<file path="src/rtl/game_pkg.sv">
// game_pkg: shared motion state encoding and screen geometry.
package game_pkg;

  typedef enum logic [1:0] {
    ST_GROUND = 2'd0,
    ST_AIR    = 2'd1,
    ST_DEAD   = 2'd2,
    ST_SPAWN  = 2'd3
  } motion_state_t;

  localparam int SCREEN_W = 640;
  localparam int SCREEN_H = 480;

endpackage

</file>
<file path="src/rtl/axis_clamp.sv">
// axis_clamp: adds a signed delta to a screen coordinate and clamps the
// result into [lo, hi] and then into the legal screen range.
// hit_o is set when the sum falls below lo or touches/passes hi; touching
// counts so that a sprite resting exactly on the floor reports contact.
module axis_clamp #(
  parameter int POS_W = 10,
  parameter int DW    = 6
) (
  input  logic [POS_W-1:0]        pos_i,
  input  logic signed [DW-1:0]    delta_i,
  input  logic signed [POS_W+1:0] lo_i,
  input  logic signed [POS_W+1:0] hi_i,
  output logic [POS_W-1:0]        pos_o,
  output logic                    hit_o
);
  // Two guard bits: one for sign, one so pos near the top plus delta cannot wrap.
  localparam int SW = POS_W + 2;
  localparam logic signed [SW-1:0] PMAX = SW'((1 << POS_W) - 1);

  logic signed [SW-1:0] sum, lim;

  // Wide signed add, bound clamp, then saturate into [0, 2^POS_W-1].
  always_comb begin
    sum   = $signed({2'b00, pos_i}) + $signed({{(SW-DW){delta_i[DW-1]}}, delta_i});
    hit_o = (sum < lo_i) || (sum >= hi_i);
    lim   = sum;
    if (sum < lo_i)      lim = lo_i;
    else if (sum > hi_i) lim = hi_i;
    if (lim[SW-1])       lim = '0;
    else if (lim > PMAX) lim = PMAX;
    pos_o = lim[POS_W-1:0];
  end

endmodule

</file>
<file path="src/rtl/player_motion.sv">
// player_motion: per-frame player physics (gravity, run/jump, collision
// clamping, horizontal scroll, death/respawn). One step per frame_tick.
// Optional build macro PLAYER_MOTION_VARJUMP_EN: releasing jump while still
// rising fast cuts the upward speed to a short hop.
module player_motion
  import game_pkg::*;
#(
  parameter int POS_W          = 10,
  parameter int WORLD_W        = 12,
  parameter int RUN_SPEED      = 2,
  parameter int JUMP_V0        = 9,
  parameter int TERM_V         = 4,
  parameter int GRAV_DIV       = 6,
  parameter int SPRITE_W       = 16,
  parameter int SPRITE_H       = 16,
  parameter int START_X        = 80,
  parameter int START_Y        = 100,
  parameter int SCROLL_X       = 320,
  parameter int WORLD_MAX      = 1420,
  parameter int DEATH_Y        = 460,
  parameter int RESPAWN_FRAMES = 32
) (
  input  logic               Clk,
  input  logic               Reset_n,
  input  logic               frame_tick,
  input  logic               btn_left,
  input  logic               btn_right,
  input  logic               btn_jump,
  input  logic               btn_down,
  input  logic [POS_W-1:0]   wall_left,
  input  logic [POS_W-1:0]   wall_right,
  input  logic [POS_W-1:0]   ceil_y,
  input  logic [POS_W-1:0]   floor_y,
  output logic [POS_W-1:0]   pos_x,
  output logic [POS_W-1:0]   pos_y,
  output logic [WORLD_W-1:0] world_x,
  output logic signed [5:0]  vel_y,
  output logic               face_left,
  output logic               on_ground,
  output logic [1:0]         state,
  output logic               step_done,
  output logic               died
);
  localparam int SW = POS_W + 2;
  localparam int GW = $clog2(GRAV_DIV + 1);
  localparam int RW = $clog2(RESPAWN_FRAMES + 1);
  localparam logic signed [5:0]    V_TERM  = 6'(TERM_V);
  localparam logic signed [5:0]    V_JUMP  = 6'(-JUMP_V0);
  localparam logic signed [5:0]    V_RUN   = 6'(RUN_SPEED);
`ifdef PLAYER_MOTION_VARJUMP_EN
  localparam logic signed [5:0]    V_SHORT = -6'sd2;
`endif
  localparam logic signed [SW-1:0] S_MIN   = {1'b1, {(SW-1){1'b0}}};
  localparam logic signed [SW-1:0] S_MAX   = {1'b0, {(SW-1){1'b1}}};
  localparam logic signed [SW-1:0] S_SPR_W = SW'(SPRITE_W);
  localparam logic signed [SW-1:0] S_SPR_H = SW'(SPRITE_H);
  localparam logic [WORLD_W:0]     W_MAX   = (WORLD_W+1)'(WORLD_MAX);

  function automatic logic signed [SW-1:0] ext(input logic [POS_W-1:0] v);
    return $signed({2'b00, v});
  endfunction

  motion_state_t       st_q, st_d;
  logic [POS_W-1:0]    px_q, px_d, py_q, py_d, x_new, y_new;
  logic [WORLD_W-1:0]  wx_q, wx_d;
  logic [WORLD_W:0]    wsum;
  logic signed [5:0]   vy_q, vy_d, vg, dx;
  logic [GW-1:0]       gc_q, gc_d;
  logic [RW-1:0]       rc_q, rc_d;
  logic                face_q, face_d, step_q, died_q, died_d;
  logic                scroll, y_hit, x_hit_unused;
  logic signed [SW-1:0] x_lo, x_hi, y_lo, y_hi;

  // Horizontal intent and bounds: only the wall in the direction of travel applies.
  always_comb begin
    dx = '0;
    if (btn_right && !btn_left) dx = V_RUN;
    if (btn_left && !btn_right) dx = -V_RUN;
    x_lo   = dx[5] ? ext(wall_left) + SW'(1) : S_MIN;
    x_hi   = (!dx[5] && dx != '0) ? ext(wall_right) - S_SPR_W : S_MAX;
    // Rising checks the ceiling only, falling/resting checks the floor only.
    y_lo   = vy_q[5] ? ext(ceil_y) : S_MIN;
    y_hi   = vy_q[5] ? S_MAX : ext(floor_y) - S_SPR_H;
    scroll = !dx[5] && dx != '0 && px_q >= POS_W'(SCROLL_X) && wx_q < WORLD_W'(WORLD_MAX);
    wsum   = {1'b0, wx_q} + (WORLD_W+1)'(RUN_SPEED);
  end

  axis_clamp #(.POS_W(POS_W), .DW(6)) u_clamp_x (
    .pos_i(px_q), .delta_i(dx), .lo_i(x_lo), .hi_i(x_hi), .pos_o(x_new), .hit_o(x_hit_unused)
  );

  axis_clamp #(.POS_W(POS_W), .DW(6)) u_clamp_y (
    .pos_i(py_q), .delta_i(vy_q), .lo_i(y_lo), .hi_i(y_hi), .pos_o(y_new), .hit_o(y_hit)
  );

  // Next-state and per-tick physics; everything holds when no tick is present.
  always_comb begin
    st_d = st_q; px_d = px_q; py_d = py_q; wx_d = wx_q; vy_d = vy_q;
    face_d = face_q; gc_d = gc_q; rc_d = rc_q; died_d = 1'b0; vg = vy_q;
    if (frame_tick) begin
      unique case (st_q)
        ST_GROUND, ST_AIR: begin
          // Death is checked on the committed position, before any motion or landing.
          if (py_q >= POS_W'(DEATH_Y)) begin
            st_d = ST_DEAD; died_d = 1'b1; rc_d = '0;
          end else begin
            if (dx != '0) begin
              face_d = dx[5];
              if (scroll) wx_d = (wsum > W_MAX) ? W_MAX[WORLD_W-1:0] : wsum[WORLD_W-1:0];
              else        px_d = x_new;
            end
            if (st_q == ST_GROUND) begin
              // Jump is tested first so it wins over losing the floor.
              if (btn_jump) begin
                vy_d = V_JUMP; st_d = ST_AIR; gc_d = '0;
              end else if (ext(py_q) + S_SPR_H < ext(floor_y)) begin
                vy_d = '0; st_d = ST_AIR; gc_d = '0;
              end
            end else begin
              // Position moves by the velocity held at the start of the step.
              if (gc_q == GW'(GRAV_DIV - 1)) begin
                gc_d = '0;
                if (vy_q < V_TERM) vg = vy_q + 6'sd1;
              end else begin
                gc_d = gc_q + GW'(1);
              end
`ifdef PLAYER_MOTION_VARJUMP_EN
              if (!btn_jump && vy_q < V_SHORT) vg = V_SHORT;
`endif
              if (btn_down) vg = V_TERM;
              vy_d = vg;
              if (y_hit && !vy_q[5]) begin
                py_d = y_new; vy_d = '0; st_d = ST_GROUND; gc_d = '0;
              end else if (y_hit) begin
                py_d = (ceil_y == '1) ? ceil_y : ceil_y + POS_W'(1);
                vy_d = '0;
              end else begin
                py_d = y_new;
              end
            end
          end
        end
        ST_DEAD: begin
          if (rc_q == RW'(RESPAWN_FRAMES - 1)) begin
            rc_d = '0; st_d = ST_SPAWN;
            px_d = POS_W'(START_X); py_d = POS_W'(START_Y); wx_d = '0; vy_d = '0;
          end else begin
            rc_d = rc_q + RW'(1);
          end
        end
        ST_SPAWN: begin
          px_d = POS_W'(START_X); py_d = POS_W'(START_Y); wx_d = '0; vy_d = '0;
          st_d = ST_AIR; gc_d = '0;
        end
        default: ;
      endcase
    end
  end

  // State registers; reset drops any step in flight along with its pulses.
  always_ff @(posedge Clk or negedge Reset_n) begin
    if (!Reset_n) begin
      st_q <= ST_AIR; px_q <= POS_W'(START_X); py_q <= POS_W'(START_Y);
      wx_q <= '0; vy_q <= '0; face_q <= 1'b0; gc_q <= '0; rc_q <= '0;
      step_q <= 1'b0; died_q <= 1'b0;
    end else begin
      st_q <= st_d; px_q <= px_d; py_q <= py_d; wx_q <= wx_d; vy_q <= vy_d;
      face_q <= face_d; gc_q <= gc_d; rc_q <= rc_d;
      step_q <= frame_tick; died_q <= died_d;
    end
  end

  assign pos_x     = px_q;
  assign pos_y     = py_q;
  assign world_x   = wx_q;
  assign vel_y     = vy_q;
  assign face_left = face_q;
  assign on_ground = (st_q == ST_GROUND);
  assign state     = st_q;
  assign step_done = step_q;
  assign died      = died_q;

endmodule

</file>
<file path="config.mk">
export PLATFORM = sky130hd
export DESIGN_NAME = player_motion
export DESIGN_NICKNAME = d
export VERILOG_FILES = /design/src/rtl/game_pkg.sv /design/src/rtl/axis_clamp.sv /design/src/rtl/player_motion.sv
export SDC_FILE = /design/constraint.sdc
export NUM_CORES = 1
export LEC_CHECK = 0
export ABC_CLOCK_PERIOD_IN_PS = 10550
export CAP_MARGIN = 5
export CORE_MARGIN = 1
export CORE_UTILIZATION = 40
export DETAILED_ROUTE_END_ITERATION = 16
export PLACE_DENSITY = 0.61
export SLEW_MARGIN = 5
export SYNTH_ARGS = -nofsm -noshare
export SYNTH_HDL_FRONTEND = slang
export SYNTH_SLANG_ARGS = --single-unit
</file>
<file path="constraint.sdc">
create_clock -name Clk -period 10.55 [get_ports Clk]
set_input_delay 1.055 -clock Clk [delete_from_list [all_inputs] [get_ports Clk]]
set_output_delay 1.055 -clock Clk [all_outputs]
set_load 0.01 [all_outputs]
</file>
==> impl_metrics.py, run 1 <==
metrics = {
    "timing": {
        "finalHoldWorstSlack_ns": 0.526,
        "hold_viol_final": 0,
        "setup_violations": 0,
        "rsz0062_at_grt": "false",
        "report.final.slew_viol_count": 0,
        "worstMarginPinSlew_ns": 0.836,
        "slew_headroom_pct": 43.8,
        "finalCriticalPeriod_ns": 6.28,
        "setup_slack_ns": 4.27,
        "finClkSkew_ns": 0.00714,
        "fin_setup_tns_ns": 0,
        "fmax_mhz": 159,
        "fin_crit_sh_pct": 59.5,
    },
    "final_layout": {
        "num-nets-final": 1070,
        "drive_gt1_share_pct": 4.59,
        "instances_no_fill": 1152,
        "syn_to_final_growth_pct": 19.0,
        "register_area_um2": 1280,
        "multiInputGateArea_um2": 5040,
        "fillerInstances": 1572,
        "n_antenna_cell": 0,
    },
    "synth": {
        "synthDistinctLibCells": 76,
        "ys_warn_count": 0,
        "synth_top_area_share_pct": 17.0,
        "mappedNetlistNets": 994,
        "syn_area_um2": 6630,
        "netlist_top_cells_area": "dfrtp_1 17%, ha_1 16%, nand2_1 4.9%, a21oi_1 4.3%, xnor2_1 3.8%",
        "ys_ff_latch": 51,
        "synthCells": 859,
        "ys_top_cells_by_count": "86 x ha_1, 86 x nand2_1, 67 x nor2_1",
        "avgSynthCellArea_um2": 7.72,
        "synth_edf_count": 0,
        "ys_async_sr_fraction_pct": 100,
        "yosysSeqAreaShare_pct": 19.4,
        "synth_top_area_cell": "dfrtp_1",
        "ys.flop_type": "dfrtp_1",
    },
    "critical_path": {
        "max_stage_delay_ns": 0.70,
        "startpoint_type": "primary input",
        "end_kind": "flip-flop",
        "cp_common_cell": "ha_1",
        "timing.rr.end": "pos_y[7]",
        "critPathKind": "primary input to flip-flop",
        "cp_top_family": "compound AO/OA/AOI/OAI gates",
        "ff2ff_path_depth": 16,
        "critPathLaunch": "btn_left",
        "worst-path-max-fanout": 12,
        "cp_num_buf_inv": 3,
        "cp.required_ns": 10.75,
        "r2r-start": "vel_y[5]",
        "crit_arrival_ns": 6.48,
        "rrSetupSlack_ns": 4.97,
        "path_cells": "clkdlybuf4s50_1 -> inv_1 -> ha_1 -> inv_1 -> ha_1 -> fa_1 -> a211oi_1 -> nor2_1 -> o31ai_1 -> a21boi_0 -> ha_1 -> a2111oi_0 -> o21ai_1 -> o221a_2 -> o21a_1 -> mux2i_1 -> nand2_1 -> a311oi_1",
        "cpMaxStageDelayCell": "mux2i_1",
    },
    "routing": {
        "drt_wl_total_mm": 19.7,
        "vias_per_cell": 5.82,
        "ant_nets": 0,
        "vias": 6705,
        "drc": 0,
        "wire_per_inst_um": 17.1,
        "drtPass1Iterations": 5,
        "drt_iter0_drc": 520,
    },
    "place": {
        "place.gp.congestion": 0.950,
        "dp_hpwl_mm": 15.3,
        "dpl.cell_count": 1144,
        "dp_slack_ns": 4.05,
        "port_buffers": 89,
    },
    "clock_tree": {
        "numCtsBuffers": 5,
        "cts_resized": 0,
        "clock_latency_ns": 0.29,
        "h-tree-depth": 2,
        "cts_hold_buffers": 0,
        "cts_tree": "yes",
        "path_clk_slew_ns": 0.07,
        "cts_setup_buffers": 0,
        "clockBufferDepth": 2,
        "clock_tree.root_cell": "clkbuf_16",
        "cts_sinks": 51,
    },
    "global_routing": {
        "top_usage_layer": "met2",
        "grtUsageMet3_pct": 2.65,
        "grt_pass1_wl_mm": 31.7,
        "antenna_found_initial": 0,
        "grt_pass1_vias": 6159,
        "grtUsageMet1_pct": 32.6,
        "overflow": 0,
        "grt_use_met2_pct": 39.4,
        "grt_max_degree": 52,
        "grt_use_total_pct": 23.5,
    },
    "die": {
        "initial_core_util_pct": 41.3,
        "die_w_um": 131,
        "dieArea_um2": 17100,
        "io_pins": 91,
        "rows": 46,
        "core_area_um2": 16100,
        "dieHeight_um": 131,
    },
    "worst_hold_path": {
        "hp-start": "rc_q[3]",
        "min_to": "rc_q[3]",
        "whs_path_depth": 1,
        "hold_path_class": "flip-flop to flip-flop",
    },
    "pwr": {
        "total_power_uw": 2020,
        "leakage_uw": 0.00348,
        "vdd_drop_max_uv": 140,
        "power.density_nw_per_um2": 257,
    },
    "flow_run": {
        "cap_violations": 0,
    },
    "status": {
        "status": "completed",
    },
}
[cells by family after synthesis]
group / Yosys count / share of synthesized area (%)
simple gates: 303 / 22.0
mux: 28 / 4.51
other cells: 1 / 0.0565
compound gates: 263 / 26.8
xor+xnor: 43 / 5.68
flops: 51 / 19.4
fa+ha+maj: 88 / 16.8
buf+inv: 82 / 4.77
[power by group]
group          switching [µW]  internal [µW]  total [µW]  leakage (µW)
sequential                105            257         362      0.000667
combinational             868            623        1490       0.00274
clock                    76.3           95.3         172     0.0000741
[how the worst max path moves through the flow]
stage	end	slack (ns)	cells after the start
2_1_floorplan	pos_x[6]	5.36	18
4_1_cts	pos_x[6]	4.33	18
3_5_place_dp	pos_x[6]	4.05	18
3_3_place_gp	pos_x[6]	4.15	18
5_1_grt	pos_x[6]	3.96	18
6_report	pos_x[6]	4.27	18
[state kept, by name (all words and copies together), names as in the netlist]
register   flops
gc_q           3
died           1
rc_q           6
vel_y          6
step_done      1
pos_y         10
world_x       11
face_left      1
pos_x         10
state          2
[per-stage QoR]
stage | instance area, µm² | util, %
6_report | 7890 | 49.1
5_1_grt | 7890 | 49.1
4_1_cts | 7890 | 49.1
3_5_place_dp | 7740 | 48.2
3_3_place_gp | 7740 | 48.2
2_1_floorplan | 6630 | -
[worst reg2reg max path, cell delays in order (launching register included)]
cell and delay, ns:
dfrtp_1 0.82, buf_4 0.40, ha_1 0.30, nand3_1 0.13
or4_4 0.55, a31oi_4 0.22, mux2_2 0.38, nor2_1 0.16
ha_1 0.18, nand4_1 0.12, a211o_1 0.31, a31oi_1 0.13
buf_4 0.26, nor2_1 0.06, a2111oi_1 0.75, o21ai_1 0.35
o221ai_1 0.35
[layout by cell type, fill, tap and decap left out, types with 21 or more instances in the layout]
cell type / n
a21oi_1: 57
a31oi_1: 21
clkdlybuf4s50_1: 88
dfrtp_1: 45
ha_1: 86
inv_1: 53
nand2_1: 86
nand3_1: 38
nor2_1: 67
o21ai_0: 31
o21ai_1: 21
xnor2_1: 29
[layer usage]
metal	up-vias	wire, µm
met2	202	9050
met4	0	299
met5	-	0
met3	20	1020
li1	3343	-
met1	3140	9280
[final cells by class]
class	count	share of cell area [%]
clock inverters	1	0.111
well taps	216	3.43
clock buffers	7	1.81
multi-input cells	726	63.8
inverters	54	2.57
repair buffers	97	12.0
flip-flops and latches	51	16.3
No activity file was read; power rests on OpenSTA's default activity.
==> run 2, diff against run 1 <==
--- a/config.mk
+++ b/config.mk
@@ -5,7 +5,7 @@
 export SDC_FILE = /design/constraint.sdc
 export NUM_CORES = 1
 export LEC_CHECK = 0
-export ABC_CLOCK_PERIOD_IN_PS = 10550
+export ABC_CLOCK_PERIOD_IN_PS = 6070
 export CAP_MARGIN = 5
 export CORE_MARGIN = 1
 export CORE_UTILIZATION = 40
==> constraint.sdc (replaced) <==
create_clock -name Clk -period 6.07 [get_ports Clk]
set_input_delay 0.607 -clock Clk [delete_from_list [all_inputs] [get_ports Clk]]
set_output_delay 0.607 -clock Clk [all_outputs]
set_load 0.01 [all_outputs]
==> run 2 against run 1 <==
Hold slack worse by 0.093 ns. Register-to-register slack lost 4.0 ns. Wire length increased by 1.2%. Total power is 75% higher. Core utilization increased by 0.31 points. Worst setup slack worse by 3.4 ns. Clock-buffer cell count fell by 2. Final area rose by 0.63%. Critical path type unchanged. Cell count rose by 0.35%. Combinational power up 74%. Critical path depth up 2. Clock power grew 95%.
==> impl_metrics.py, run 2 (same netlist as run 1, synthesis figures left out) <==
metrics = {
    "clock_tree": {
        "clockBufferDepth": 2,
        "cts_tree": "yes",
        "h-tree-depth": 2,
        "cts_hold_buffers": 0,
        "cts_setup_buffers": 0,
        "numCtsBuffers": 5,
        "path_clk_slew_ns": 0.07,
        "cts_resized": 0,
        "clock_latency_ns": 0.29,
        "cts_sinks": 51,
        "clock_tree.root_cell": "clkbuf_16",
    },
    "critical_path": {
        "cp_top_family": "compound AO/OA/AOI/OAI gates",
        "end_kind": "flip-flop",
        "max_stage_delay_ns": 0.48,
        "startpoint_type": "primary input",
        "path_cells": "clkdlybuf4s50_1 -> inv_1 -> ha_1 -> inv_1 -> ha_1 -> fa_1 -> a211oi_1 -> nor2_1 -> o31ai_1 -> a21boi_0 -> buf_4 -> ha_1 -> a2111oi_0 -> o21ai_1 -> o221a_2 -> o21a_1 -> buf_4 -> mux2_1 -> mux2i_1 -> a21oi_1",
        "cpMaxStageDelayCell": "clkdlybuf4s50_1",
        "crit_arrival_ns": 5.40,
        "critPathKind": "primary input to flip-flop",
        "cp.required_ns": 6.24,
        "worst-path-max-fanout": 7,
        "cp_common_cell": "ha_1",
        "cp_num_buf_inv": 5,
    },
    "place": {
        "dp_slack_ns": 0.607,
        "dp_hpwl_mm": 15.7,
        "dpl.cell_count": 1148,
        "port_buffers": 89,
        "place.gp.congestion": 0.946,
    },
    "routing": {
        "drtPass1Iterations": 6,
        "vias_per_cell": 5.80,
        "wire_per_inst_um": 17.2,
        "ant_nets": 0,
        "drt_wl_total_mm": 19.9,
        "drc": 0,
        "drt_iter0_drc": 455,
        "vias": 6703,
    },
    "global_routing": {
        "grt_use_total_pct": 23.7,
        "grt_pass1_vias": 6167,
        "overflow": 0,
        "grt_pass1_wl_mm": 31.8,
        "antenna_found_initial": 0,
        "grt_max_degree": 52,
    },
    "pwr": {
        "vdd_drop_max_uv": 228,
        "leakage_uw": 0.00351,
        "power.density_nw_per_um2": 447,
    },
    "final_layout": {
        "syn_to_final_growth_pct": 19.7,
        "most-common-layout-cells": "88 x clkdlybuf4s50_1, 86 x nand2_1, 86 x ha_1",
        "largest_reg_flops": 11,
        "n_antenna_cell": 0,
        "num-nets-final": 1074,
        "instances_no_fill": 1156,
        "final_common_cell": "clkdlybuf4s50_1",
        "drive_gt1_share_pct": 5.11,
        "finish.utilization_pct": 49.4,
    },
    "timing": {
        "setup_violations": 0,
        "fin_setup_tns_ns": 0,
        "fmax_mhz": 192,
        "report.final.slew_viol_count": 0,
        "worstMarginPinSlew_ns": 0.766,
        "setup_slack_ns": 0.848,
        "hold_viol_final": 0,
        "finalCriticalPeriod_ns": 5.22,
        "fin_crit_sh_pct": 86.0,
        "finalHoldWorstSlack_ns": 0.434,
        "slew_headroom_pct": 48.8,
        "finClkSkew_ns": 0.00544,
        "rsz0062_at_grt": "false",
    },
    "die": {
        "initial_core_util_pct": 41.3,
        "dieArea_um2": 17100,
        "rows": 46,
        "io_pins": 91,
        "dieHeight_um": 131,
        "core_area_um2": 16100,
        "die_w_um": 131,
    },
    "flow_run": {
        "cap_violations": 0,
    },
    "status": {
        "status": "completed",
    },
    "worst_hold_path": {
        "hold_path_class": "primary input to asynchronous set/reset pin",
    },
}
==> run 2: metrics by stage <==
stage / instance area [µm²] / total power, µW
2_1_floorplan: 6630 / 2370
3_3_place_gp: 7770 / 3190
3_5_place_dp: 7770 / 3190
4_1_cts: 7940 / 3540
5_1_grt: 7940 / 3900
6_report: 7940 / 3550
==> run 2: path summary, 6_finish.rpt <==
| path | depth (start not counted) | startpoint | slack [ns] | end |
|---|---|---|---|---|
| setup / recovery | 20 | btn_left | 0.85 | pos_x[8] |
| hold reg to reg | 1 | rc_q[3] | 0.52 | rc_q[3] |
| max in group asynchronous | 2 | Reset_n | 5.17 | pos_y[9] |
| hold / removal | 2 | Reset_n | 0.43 | world_x[6] |
| setup reg to reg | 14 | vel_y[5] | 0.99 | pos_y[7] |
| min in group Clk | 1 | rc_q[3] | 0.52 | rc_q[3] |
==> run 2: layer usage <==
| metal | global-route usage (%) | up-vias | share of wire (%) |
|---|---|---|---|
| met5 | 0 | - | 0 |
| met4 | 4.26 | 0 | 1.3 |
| met3 | 2.44 | 24 | 5.0 |
| met2 | 40.4 | 211 | 47 |
| met1 | 32.6 | 3109 | 46 |
| li1 | - | 3359 | - |
==> run 2: power by group <==
| group | leakage [µW] | switching, µW | internal, µW | total [µW] |
|---|---|---|---|---|
| combinational | 0.00276 | 1500 | 1100 | 2590 |
| clock | 0.0000804 | 140 | 196 | 336 |
| sequential | 0.000667 | 178 | 446 | 624 |
| total | 0.00351 | 1810 | 1740 | 3550 |
==> run 2: area by class of cell <==
type / count / area [µm²]
inverters: 54 / 203
clock buffers: 5 / 125
flip-flops and latches: 51 / 1280
clock inverters: 3 / 46.3
multi-input cells: 726 / 5040
repair buffers: 101 / 976
well taps: 216 / 270
fillers: 1592 / 8120
==> run 3, diff against run 2 <==
--- a/config.mk
+++ b/config.mk
@@ -10,6 +10,7 @@
 export CORE_MARGIN = 1
 export CORE_UTILIZATION = 40
 export DETAILED_ROUTE_END_ITERATION = 16
+export MAX_ROUTING_LAYER = met4
 export PLACE_DENSITY = 0.61
 export SLEW_MARGIN = 5
 export SYNTH_ARGS = -nofsm -noshare
==> constraint.sdc (replaced) <==
create_clock -name Clk -period 6.07 [get_ports Clk]
set_input_delay 1.214 -clock Clk [delete_from_list [all_inputs] [get_ports Clk]]
set_output_delay 1.214 -clock Clk [all_outputs]
set_load 0.01 [all_outputs]
==> run 3 against run 2 <==
Sequential cell count is the same. First-iteration DRC count down 13%. Register-to-register slack better by 0.10 ns. Sequential power hardly changed. Final area is 0.52% higher. Via count up 0.94%. Total power increased by 0.55%. Largest cell class unchanged. Non-clock buffer count rose by 5.
==> impl_metrics.py, run 3 (same netlist as run 1, synthesis figures left out) <==
metrics = {
    "routing": {
        "vias_per_cell": 5.83,
        "ant_nets": 0,
        "drt_iter0_drc": 397,
        "drt_wl_total_mm": 20.2,
        "vias": 6766,
        "drc": 0,
        "wire_per_inst_um": 17.4,
        "drtPass1Iterations": 7,
    },
    "place": {
        "dp_hpwl_mm": 15.7,
        "place.gp.congestion": 0.938,
        "port_buffers": 89,
    },
    "final_layout": {
        "n_antenna_cell": 0,
        "multiInputGateArea_um2": 5040,
        "final_common_cell": "clkdlybuf4s50_1",
        "register_area_um2": 1280,
        "syn_to_final_growth_pct": 20.3,
        "fillerInstances": 1597,
        "most-common-layout-cells": "88 x clkdlybuf4s50_1, 86 x nand2_1, 86 x ha_1",
        "drive_gt1_share_pct": 5.71,
        "num-nets-final": 1079,
        "largest_reg_flops": 11,
    },
    "status": {
        "status": "completed",
    },
    "clock_tree": {
        "h-tree-depth": 2,
        "cts_sinks": 51,
        "clockBufferDepth": 2,
        "clock_latency_ns": 0.30,
        "numCtsBuffers": 5,
        "cts_tree": "yes",
        "path_clk_slew_ns": 0.08,
        "clock_tree.root_cell": "clkbuf_16",
    },
    "timing": {
        "fmax_mhz": 177,
        "rsz0062_at_grt": "false",
        "fin_crit_sh_pct": 93.1,
        "slew_headroom_pct": 45.3,
        "hold_viol_final": 0,
        "setup_violations": 0,
        "finalHoldWorstSlack_ns": 0.531,
        "worstMarginPinSlew_ns": 0.813,
        "finClkSkew_ns": 0.00954,
        "report.final.slew_viol_count": 0,
        "finalCriticalPeriod_ns": 5.65,
        "fin_setup_tns_ns": 0,
    },
    "critical_path": {
        "cp_num_buf_inv": 6,
        "cpMaxStageDelayCell": "clkdlybuf4s50_1",
        "startpoint_type": "primary input",
        "end_kind": "flip-flop",
        "rrSetupSlack_ns": 1.09,
        "path_cells": "clkdlybuf4s50_1 -> inv_1 -> ha_1 -> inv_1 -> ha_1 -> fa_1 -> a211oi_1 -> nor2_1 -> o31ai_1 -> buf_4 -> o2bb2ai_1 -> xnor2_1 -> inv_1 -> ha_1 -> a2111oi_0 -> o21ai_1 -> o221a_2 -> o21a_1 -> buf_4 -> mux2_1 -> mux2i_1 -> a21oi_1",
        "ff2ff_path_depth": 14,
        "timing.rr.end": "pos_y[7]",
        "cp_top_family": "compound AO/OA/AOI/OAI gates",
        "cp.required_ns": 6.26,
        "max_stage_delay_ns": 0.48,
        "crit_arrival_ns": 5.84,
        "worst-path-max-fanout": 8,
        "critPathKind": "primary input to flip-flop",
        "r2r-start": "vel_y[5]",
    },
    "pwr": {
        "vdd_drop_max_uv": 259,
        "leakage_uw": 0.00353,
        "power.density_nw_per_um2": 447,
    },
    "global_routing": {
        "grt_max_degree": 52,
        "grt_use_total_pct": 24.8,
        "antenna_found_initial": 0,
        "grt_pass1_vias": 6203,
        "grt_pass1_wl_mm": 32.1,
        "overflow": 0,
    },
    "worst_hold_path": {
        "min_to": "gc_q[0]",
        "hold_path_class": "flip-flop to flip-flop",
        "whs_path_depth": 1,
        "hp-start": "gc_q[0]",
    },
    "die": {
        "io_pins": 91,
        "die_w_um": 131,
        "rows": 46,
        "dieArea_um2": 17100,
        "dieHeight_um": 131,
        "core_area_um2": 16100,
        "initial_core_util_pct": 41.3,
    },
    "flow_run": {
        "cap_violations": 0,
    },
}
run 3: power by group:
group / leakage [µW] / switching [µW] / internal (µW)
logic: 0.00279 / 1500 / 1100
registers: 0.000667 / 178 / 446
clock network: 0.0000804 / 147 / 197
run 3: through the flow:
stage                     util, %  total power (µW)  cell area (µm²)  setup WS (ns)  instances
after global routing         49.7              3910             7980         0.0320       1161
final                        49.7              3570             7980          0.418       1161
after CTS                    49.7              3560             7980          0.400       1161
after detailed placement     48.6              3190             7810          0.111       1153
after floorplan                 -              2370             6630          0.720        859
after global placement       48.6              3200             7810          0.161       1153
run 3: final cells by class:
type | instances | share of cell area [%]
Clock buffer | 5 | 1.57
Sequential cell | 51 | 16.1
Timing Repair Buffer | 106 | 12.7
Clock inverter | 3 | 0.580
Multi-Input combinational cell | 726 | 63.1
Tap cell | 216 | 3.39
Inverter | 54 | 2.54
run 3: worst max-delay path by stage:
stage                         from        to  slack, ns  cells past startpoint
after floorplan           btn_left  pos_x[6]       0.72                     18
after global placement    btn_left  pos_x[5]       0.16                     22
after detailed placement  btn_left  pos_x[5]       0.11                     22
after CTS                 btn_left  pos_x[5]       0.40                     22
after global routing      btn_left  pos_x[5]       0.03                     22
final                     btn_left  pos_x[5]       0.42                     22
run 3: timing repair:
action,in CTS,in global routing
setup endpoints to repair,0,1
gates resized for setup,0,1
hold buffers,0,0
buffers inserted,0,0
endpoints found under the hold margin,0,0
run 3: routing by layer:
layer | GRT usage, % | vias up | part of all wire [%]
li1 | - | 3374 | -
met1 | 32.5 | 3162 | 47
met2 | 41.1 | 210 | 47
met3 | 1.95 | 20 | 4.3
met4 | 6.36 | 0 | 1.7
met5 | - | - | 0
